<file path="config.mk">
export PLATFORM = sky130hd
export DESIGN_NAME = level_pick
export DESIGN_NICKNAME = d
export VERILOG_FILES = /design/src/rtl/level_pick.sv
export SDC_FILE = /design/constraint.sdc
export NUM_CORES = 1
export LEC_CHECK = 0
export ABC_CLOCK_PERIOD_IN_PS = 4770
export CORE_ASPECT_RATIO = 0.6
export CORE_UTILIZATION = 52
export DETAILED_ROUTE_END_ITERATION = 8
export PLACE_DENSITY = 0.87
export SYNTH_ARGS = -nofsm -noshare
export SYNTH_HDL_FRONTEND = slang
export SYNTH_SLANG_ARGS = --single-unit
</file>
<file path="constraint.sdc">
create_clock -name Clk -period 4.77 [get_ports Clk]
set_input_delay 1.431 -clock Clk [delete_from_list [all_inputs] [get_ports Clk]]
set_output_delay 1.431 -clock Clk [all_outputs]
set_load 0.02 [all_outputs]
</file>
<file path="src/rtl/level_pick.sv">
// Lock-pick level controller: maps the pick position to a pin slot, tracks hold/opener attempts, reports done/fail.
// Latency 1 cycle for slot and all status outputs; there is no backpressure, every input is sampled each clock.
module level_pick #(
  parameter int NUM_SLOTS   = 16,
  parameter int Y_TOP       = 32,
  parameter int SLOT_H      = 28,
  parameter int X_LIMIT     = 500,
  parameter int HOLD_CYCLES = 4,
  parameter int MAX_TRIES   = 3,
  localparam int SW         = (NUM_SLOTS > 1) ? $clog2(NUM_SLOTS) : 1
) (
  input  logic          Clk,
  input  logic          Reset_n,
  input  logic          start,
  input  logic [1:0]    mode,
  input  logic [SW-1:0] rand_in,
  input  logic          openner,
  input  logic [9:0]    pickY,
  input  logic [9:0]    pickLRx,
  output logic [SW-1:0] slot,
  output logic          slot_valid,
  output logic [SW-1:0] target,
  output logic          close,
  output logic          done,
  output logic          fail,
  output logic [3:0]    tries_left
);

  localparam int         Y_BOT    = Y_TOP + NUM_SLOTS * SLOT_H - 1;
  localparam int         CW       = $clog2(HOLD_CYCLES + 1);
  localparam logic [9:0] Y_TOP_W  = 10'(Y_TOP);
  localparam logic [9:0] SLOT_H_W = 10'(SLOT_H);

  typedef enum logic [2:0] {S_IDLE, S_ARMED, S_HOLD, S_DONE, S_FAIL} state_t;

  state_t        r_state;
  logic [SW-1:0] r_slot;
  logic          r_slot_valid;
  logic [SW-1:0] r_target;
  logic          r_close;
  logic          r_done;
  logic          r_fail;
  logic [3:0]    r_tries;
  logic [CW-1:0] r_hold;
  logic          r_open_q;

  logic          w_in_band;
  logic [SW-1:0] w_quot;
  logic [SW-1:0] w_slot_nxt;
  logic [SW-1:0] w_target_ld;
  logic [SW-1:0] w_target_nxt;
  logic          w_active;
  logic          w_on_tgt;
  logic          w_match;
  logic          w_attempt;
  logic          w_last_try;
  logic          w_hold_last;
  logic          w_go_fail;
  logic          w_go_done;
  logic          w_act_nxt;
  logic [SW-1:0] w_diff;
  logic          w_near;
  logic          w_close_nxt;

  assign w_in_band   = (int'(pickY) >= Y_TOP) && (int'(pickY) <= Y_BOT);
  assign w_quot      = SW'((pickY - Y_TOP_W) / SLOT_H_W);
  assign w_slot_nxt  = w_in_band ? w_quot : r_slot;
  assign w_target_ld = (int'(rand_in) > NUM_SLOTS - 1) ? SW'(NUM_SLOTS - 1) : rand_in;

  assign w_active    = (r_state == S_ARMED) || (r_state == S_HOLD);
  assign w_on_tgt    = r_slot_valid && (r_slot == r_target);
  assign w_match     = w_on_tgt && !openner && (int'(pickLRx) <= X_LIMIT);
  assign w_attempt   = w_active && openner && !r_open_q && !w_on_tgt;
  assign w_last_try  = (r_tries <= 4'd1);
  assign w_hold_last = (r_state == S_ARMED) ? (HOLD_CYCLES == 1)
                                            : (int'(r_hold) + 1 >= HOLD_CYCLES);
  assign w_go_fail   = w_active && start && w_attempt && w_last_try;
  assign w_go_done   = w_active && start && !w_attempt && w_match && w_hold_last;

  // close is registered against next-cycle slot/target/state so it lines up with the slot output
  assign w_act_nxt    = start && ((r_state == S_IDLE) || (w_active && !w_go_fail && !w_go_done));
  assign w_target_nxt = (r_state == S_IDLE && start) ? w_target_ld : r_target;
  assign w_diff       = (w_slot_nxt >= w_target_nxt) ? (w_slot_nxt - w_target_nxt)
                                                     : (w_target_nxt - w_slot_nxt);

  always_comb begin
    w_near = 1'b0;
    case (mode)
      2'd0:    w_near = (int'(w_diff) <= 2);
      2'd1:    w_near = (int'(w_diff) <= 1);
      default: w_near = 1'b0;
    endcase
  end

  assign w_close_nxt = w_act_nxt && w_in_band && (w_slot_nxt != w_target_nxt) && w_near;

  always_ff @(posedge Clk or negedge Reset_n) begin
    if (!Reset_n) begin
      r_state      <= S_IDLE;
      r_slot       <= '0;
      r_slot_valid <= 1'b0;
      r_target     <= '0;
      r_close      <= 1'b0;
      r_done       <= 1'b0;
      r_fail       <= 1'b0;
      r_tries      <= 4'd0;
      r_hold       <= '0;
      r_open_q     <= 1'b0;
    end else begin
      r_open_q     <= openner;
      r_slot_valid <= w_in_band;
      if (w_in_band) r_slot <= w_quot;
      r_close      <= w_close_nxt;
      r_done       <= 1'b0;
      r_fail       <= 1'b0;

      case (r_state)
        S_IDLE: begin
          if (start) begin
            r_target <= w_target_ld;
            r_tries  <= 4'(MAX_TRIES);
            r_hold   <= '0;
            r_state  <= S_ARMED;
          end
        end
        S_ARMED, S_HOLD: begin
          if (!start) begin
            r_hold  <= '0;
            r_state <= S_IDLE;
          end else if (w_attempt) begin
            if (r_tries != 4'd0) r_tries <= r_tries - 4'd1;
            r_hold <= '0;
            if (w_last_try) begin
              r_fail  <= 1'b1;
              r_state <= S_FAIL;
            end else begin
              r_state <= S_ARMED;
            end
          end else if (w_match) begin
            if (w_hold_last) begin
              r_hold  <= '0;
              r_done  <= 1'b1;
              r_state <= S_DONE;
            end else begin
              r_hold  <= r_hold + 1'b1;
              r_state <= S_HOLD;
            end
          end else begin
            r_hold  <= '0;
            r_state <= S_ARMED;
          end
        end
        S_DONE: begin
          if (start) r_done  <= 1'b1;
          else       r_state <= S_IDLE;
        end
        S_FAIL: begin
          if (start) r_fail  <= 1'b1;
          else       r_state <= S_IDLE;
        end
        default: r_state <= S_IDLE;
      endcase
    end
  end

  assign slot       = r_slot;
  assign slot_valid = r_slot_valid;
  assign target     = r_target;
  assign close      = r_close;
  assign done       = r_done;
  assign fail       = r_fail;
  assign tries_left = r_tries;

endmodule

</file>
# [Word level (Yosys, flattened, before mapping)]
# Index checks and enable logic that the tools add are counted.
[classes] add_sub_neg=6 n_div=1 order_cmp=8 n_eq_ne=12 n_mux=34 reduce_logical=38
[ops] operator="$mux W3" n=11
[ops] operator="$mux W4" n=7
[ops] operator="$le A10 B9 Y1 const B" n=2
[ops] operator="$logic_and A1 B1 Y1" n=20
[ops] operator="$div A10 B5 Y10 const B" n=1
[ops] operator="$ge A10 B6 Y1 const B" n=1
[ops] operator="$mux W1" n=10
[ops] operator="$ne A2 B2 Y1 const B" n=5
[ops] operator="$sub A10 B6 Y10 const B" n=1
[ops] operator="$pmux W3 S3" n=1
[ops] operator="$le A4 B1 Y1 const B" n=2
[ops] operator="$pmux W4 S2" n=1
[ops] operator="$sub A4 B4 Y4" n=2
[ops] operator="$eq A3 B2 Y1 const B" n=2
[ops] operator="$logic_not A1 Y1" n=6
[ops] operator="$pmux W1 S2" n=3
[ops] operator="$pmux W3 S2" n=1
[ops] operator="$reduce_and A2 Y1" n=3
[ops] operator="$reduce_and A5 Y1" n=1
[ops] operator="$add A3 B1 Y4 const B" n=1
[ops] operator="$eq A4 B4 Y1" n=1
[ops] operator="$ge A4 B3 Y1 const B" n=1
[ops] operator="$ge A4 B4 Y1" n=1
[ops] operator="$le A4 B2 Y1 const B" n=1
[ops] operator="12 further kinds" n=14
[totals] reg_bits=23 in_bits=30 output_inout_bits=16 elab_cells=109

# [Longest topological paths before layout]
[depth] ltp_word=16 depth_mapped=22 mapped_depth_nobuf=19

# [Least setup slack after synthesis]
# Ideal clock, no wire load.
[synth_timing] path_kind="in2reg" startpoint="input pickY[5]" endpoint="register r_close, in the netlist close" setup_time_ns=0.125 arrival_ns=5.658 t_required_ns=4.645 setup_slack_ns=-1.013 cell_stages=20 n_path_buf=2 cell_sequence="clkbuf_1 clkinv_1 ha_1 buf_2 nand3b_1 a21oi_1 or3_1 o32a_1 nand4_1 or2_1 a41o_1 a31o_1 ha_1 inv_1 fa_1 a21o_1 a21o_1 a21oi_1 mux2_2 a2111oi_0"
[synth_via] elab_chain_len=8 word_cells_on_any_way=17 cone_classes="3 x add/sub; 1 x div; 5 x order compare; 1 x eq/ne; 3 x mux; 4 x reduce/logical"
[synth_lines] element="start, declared" line_no="18" text="input logic [9:0] pickY,"
[synth_lines] element="$sub A10 B6 Y10 (tied with other cells)" line_no="66" text="assign w_quot = SW'((pickY - Y_TOP_W) / SLOT_H_W);"
[synth_lines] element="$div A10 B5 Y10 / $logic_and A1 B1 Y1 (equally long branches)" line_no="66, 65"
[synth_lines] element="$mux W4"
[synth_lines] element="$sub A4 B4 Y4 (tied with other cells)" line_no="84" text=": (w_target_nxt - w_slot_nxt);"
[synth_lines] element="$mux W4" line_no="83" text="assign w_diff = (w_slot_nxt >= w_target_nxt) ? (w_slot_nxt - w_target_nxt)"
[synth_lines] element="$le A4 B1 Y1 / $le A4 B2 Y1 (equally long branches)" line_no="90, 89"
[synth_lines] element="$pmux W1 S2" line_no="88" text="case (mode)"
[synth_lines] element="$logic_and A1 B1 Y1 (*)" line_no="95" text="assign w_close_nxt = w_act_nxt && w_in_band && (w_slot_nxt != w_target_nxt) && w_near;"
[synth_lines] element="via w_close_nxt" line_no="63" text="logic w_close_nxt;"
[synth_lines] element="end signal, assigned" line_no="113" text="r_close <= w_close_nxt;"
[synth_lines] element="end, declared" line_no="40" text="logic r_close;"
# Mark *: on every way through the listed nets, which the timed path passes. The rest lies on a longest branch.
# A chain may end at the register's enable or synchronous reset.

# [Final worst setup path]
# Ends and elaborated chain as after synthesis.

==> flow_summary.toml <==
[status]
outcome = "finished with violations"
failed_checks = "design-rule violations, negative setup slack"

[sta]
min_period_ns = 5.49
fmax_mhz = 182
fin_crit_sh_pct = 115
layout_setup_ws_ns = -0.716
holdWs_ns = 0.534
rsz0062_at_grt = "true"
drv_slew = 0
worstMarginPinSlew_ns = 1.09
final_hold_viol_count = 0
finalSetupViolCount = 1
clock_skew_ns = 0.00224
max_slew_margin_pct = 26.8

[cts]
cts-root-buf = "clkbuf_8"
cts_buffers = 3
cts_tree = "yes"
cts.sinks = 23
htree_levels = 1
ctsHoldBuffers = 0
clock_path_buffers = 2
clock_latency_ns = 0.27
clkSlewWorstSetupHoldPaths_ns = 0.08

[floorplanning]
row_count = 18
dieArea_um2 = 4660
die_y_um = 53.3
die_w_um = 87.5
start_util_pct = 55.0
coreArea_um2 = 4140
ios = 46

[worst_setup_path]
setup.worst_path.start = "pickY[5]"
r2r-start = "r_state[1]"
end_kind = "register"
path_class = "primary input to register"
required_ns = 4.92
worst-path-stages = 23
worstPathCellList = "buf_12 -> clkinv_8 -> ha_4 -> buf_6 -> buf_4 -> nand2_1 -> o211a_1 -> buf_6 -> nor2_1 -> o32a_1 -> nand4_1 -> or2_1 -> a41o_1 -> a31o_1 -> ha_4 -> inv_4 -> fa_2 -> a21o_1 -> a21o_1 -> a21oi_4 -> mux2i_2 -> xnor2_1 -> a2111oi_2"
cp_data_arrival_time_ns = 5.63
rr_worst_depth = 11
worstPathMaxFanout = 9
slowest_delay_ns = 0.41
worst_path_max_delay_cell = "a2111oi_2"
start_kind = "primary input"
crit_family = "compound AO/OA/AOI/OAI gates"
path_buf_inv = 6

[detailed_routing]
drt_iter0_drc = 983
vias_per_cell = 7.35
wl_per_cell_um = 25.7
via_count = 3352
drt_wl_total_um = 11700
drc = 35
postRouteAntennaNets = 0
dr.pass1.iters = 9

[yosys]
syn_area_per_cell_um2 = 8.05
ys.flop_type = "dfrtp_1"
synth-async-reset-ratio_pct = 100
synth_area_um2 = 2280
synth_edf_count = 0
synth_seq_cells = 23
seq_area_frac_synth_pct = 25.3
synth_fp_nets = 327
synth_warnings = 0
synth_cell_types = 64
syn_inst = 283

[global_route]
grt_pass1_wl_um = 14700
grt_max_degree = 24
track_usage_pct = 42.8
grt-ovfl-total = 0
grt_pass1_vias = 2821
antenna_found_initial = 2

[min_path]
hold_class = "register to register"
hold_depth = 1
worstHoldStart = "r_hold[2]"

[finish]
diodes = 0
stdcell_count = 456
nNetsFinal = 441
final_common_cell = "buf_4"
synthToLayoutAreaGrowth_pct = 60.9
drive_gt1_share_pct = 34.3
layout_common_cells = "buf_4 (66), clkdlybuf4s50_1 (37), nor2_1 (24)"
nFillCells = 179

[power_and_ir_drop]
power_density_nw_per_um2 = 269
power_switching_mw = 0.421
seq_power_share_pct = 23.7
p_sw_share_pct = 42.7
pwr-share-comb_pct = 63.6
pwr-share-clk_pct = 12.7
leakage_nw = 1.60
intPower_mw = 0.565
ir_worst_vdd_v = 0.000235

[placed_design]
place.gp.congestion = 0.903
io_buffers = 43
dp_hpwl_um = 5710
dp_cells = 426

[run]
drv_cap = 0
==> through the flow <==
step / total power [mW] / TNS (ns) / area (µm²) / util, % / worst slack, ns
after detailed placement: 0.696 / -1.19 / 3200 / 77.2 / -1.19
after floorplan: 0.503 / -0.269 / 2370 / - / -0.269
after global routing: 1.01 / -0.891 / 3670 / 88.5 / -0.891
final: 0.986 / -0.716 / 3670 / 88.5 / -0.716
after global placement: 0.677 / -1.05 / 3200 / 77.2 / -1.05
after CTS: 0.860 / -0.527 / 3470 / 83.8 / -0.527
==> registers in the layout, indices dropped and copies added (netlist names), 3 cells and up <==
| name | flops |
|---|---|
| slot | 4 |
| target | 4 |
| r_state | 3 |
| tries_left | 4 |
| r_hold | 3 |
==> power groups by stage <==
stage | combinational (mW) | clock [mW] | sequential [mW]
5_1_grt | 0.642 | 0.132 | 0.236
6_report | 0.627 | 0.125 | 0.234
2_1_floorplan | 0.253 | 0 | 0.250
3_3_place_gp | 0.445 | 0 | 0.232
3_5_place_dp | 0.462 | 0 | 0.234
4_1_cts | 0.507 | 0.122 | 0.231
==> synthesized netlist by cell type (2+ instances only) <==
| cell type | instances | area (µm²) |
|---|---|---|
| and3_1 | 2 | 12.5 |
| clkbuf_1 | 8 | 30.0 |
| a21o_1 | 6 | 45.0 |
| mux2i_1 | 4 | 40.0 |
| dfrtp_1 | 23 | 576 |
| a31oi_1 | 7 | 43.8 |
| nand2b_1 | 5 | 31.3 |
| a21boi_0 | 2 | 15.0 |
| xor2_1 | 3 | 26.3 |
| mux2_2 | 5 | 56.3 |
| o22ai_1 | 2 | 12.5 |
| nor2_1 | 24 | 90.1 |
| o21ai_0 | 16 | 80.1 |
| or2_2 | 4 | 25.0 |
| a22o_1 | 3 | 26.3 |
| o31ai_1 | 3 | 22.5 |
| and2_1 | 2 | 12.5 |
| o32ai_1 | 3 | 26.3 |
| o32a_1 | 4 | 40.0 |
| o311ai_1 | 2 | 17.5 |
| buf_2 | 7 | 35.0 |
| nor4b_1 | 2 | 17.5 |
| nor4_1 | 2 | 12.5 |
| o2111ai_1 | 2 | 17.5 |
| o211a_1 | 2 | 20.0 |
| nor3_1 | 8 | 40.0 |
| ha_1 | 12 | 150 |
| fa_1 | 2 | 40.0 |
| inv_1 | 19 | 71.3 |
| nand4_1 | 5 | 31.3 |
| nor3b_1 | 2 | 15.0 |
| a21oi_1 | 23 | 115 |
| o21ai_1 | 3 | 15.0 |
| nor2b_1 | 6 | 37.5 |
| o21a_1 | 3 | 22.5 |
| nand3b_1 | 4 | 30.0 |
| xnor2_1 | 2 | 17.5 |
| or4_1 | 2 | 15.0 |
| o211ai_1 | 5 | 37.5 |
| nand2_1 | 19 | 71.3 |
| or3_1 | 2 | 12.5 |
==> worst paths after layout <==
kind	to	slack, ns
max in group asynchronous	tries_left[0]	2.37
min in group asynchronous	slot[0]	1.74
setup reg to reg	close	0.89
setup / recovery	close	-0.72
hold reg to reg	r_hold[2]	0.53
hold / removal	r_hold[2]	0.53
==> what timing repair did <==
action,4_1_cts,5_1_grt
cloned,1,0
resized for setup,39,32
endpoints found under the hold margin,0,0
setup buffers,15,12
setup endpoints to repair,1,1
pin swaps,19,26
==> kinds of logic (layout without fill, tap and decap cells) <==
kind of cell	after synthesis	count (layout)	share of synthesized area [%]
buffers and inverters	35	147	6.15
xor gates and xnor gates	5	5	1.92
and+or+nand+nor	95	95	22.2
AOI/OAI and AO/OA	102	103	31.9
DFF	23	23	25.3
adders and majority gates	14	14	8.35
muxes	9	9	4.23
==> layer usage <==
layer	global-route usage [%]	vias to the layer above	part of all wire, %
li1	-	1286	-
met1	57.3	1516	36
met2	62.6	411	38
met3	17.3	139	17
met4	13.9	0	8.6
met5	0	-	0
==> area by class of cell <==
| type | count | area [µm²] | area share [%] |
|---|---|---|---|
| inverter | 20 | 92.6 | 2.53 |
| tap | 60 | 75.1 | 2.05 |
| clock buffer | 4 | 45.0 | 1.23 |
| multi-input combinational | 226 | 1790 | 48.8 |
| timing repair buffer | 123 | 1090 | 29.7 |
| sequential | 23 | 576 | 15.7 |
(Power assumes the default switching activity.)
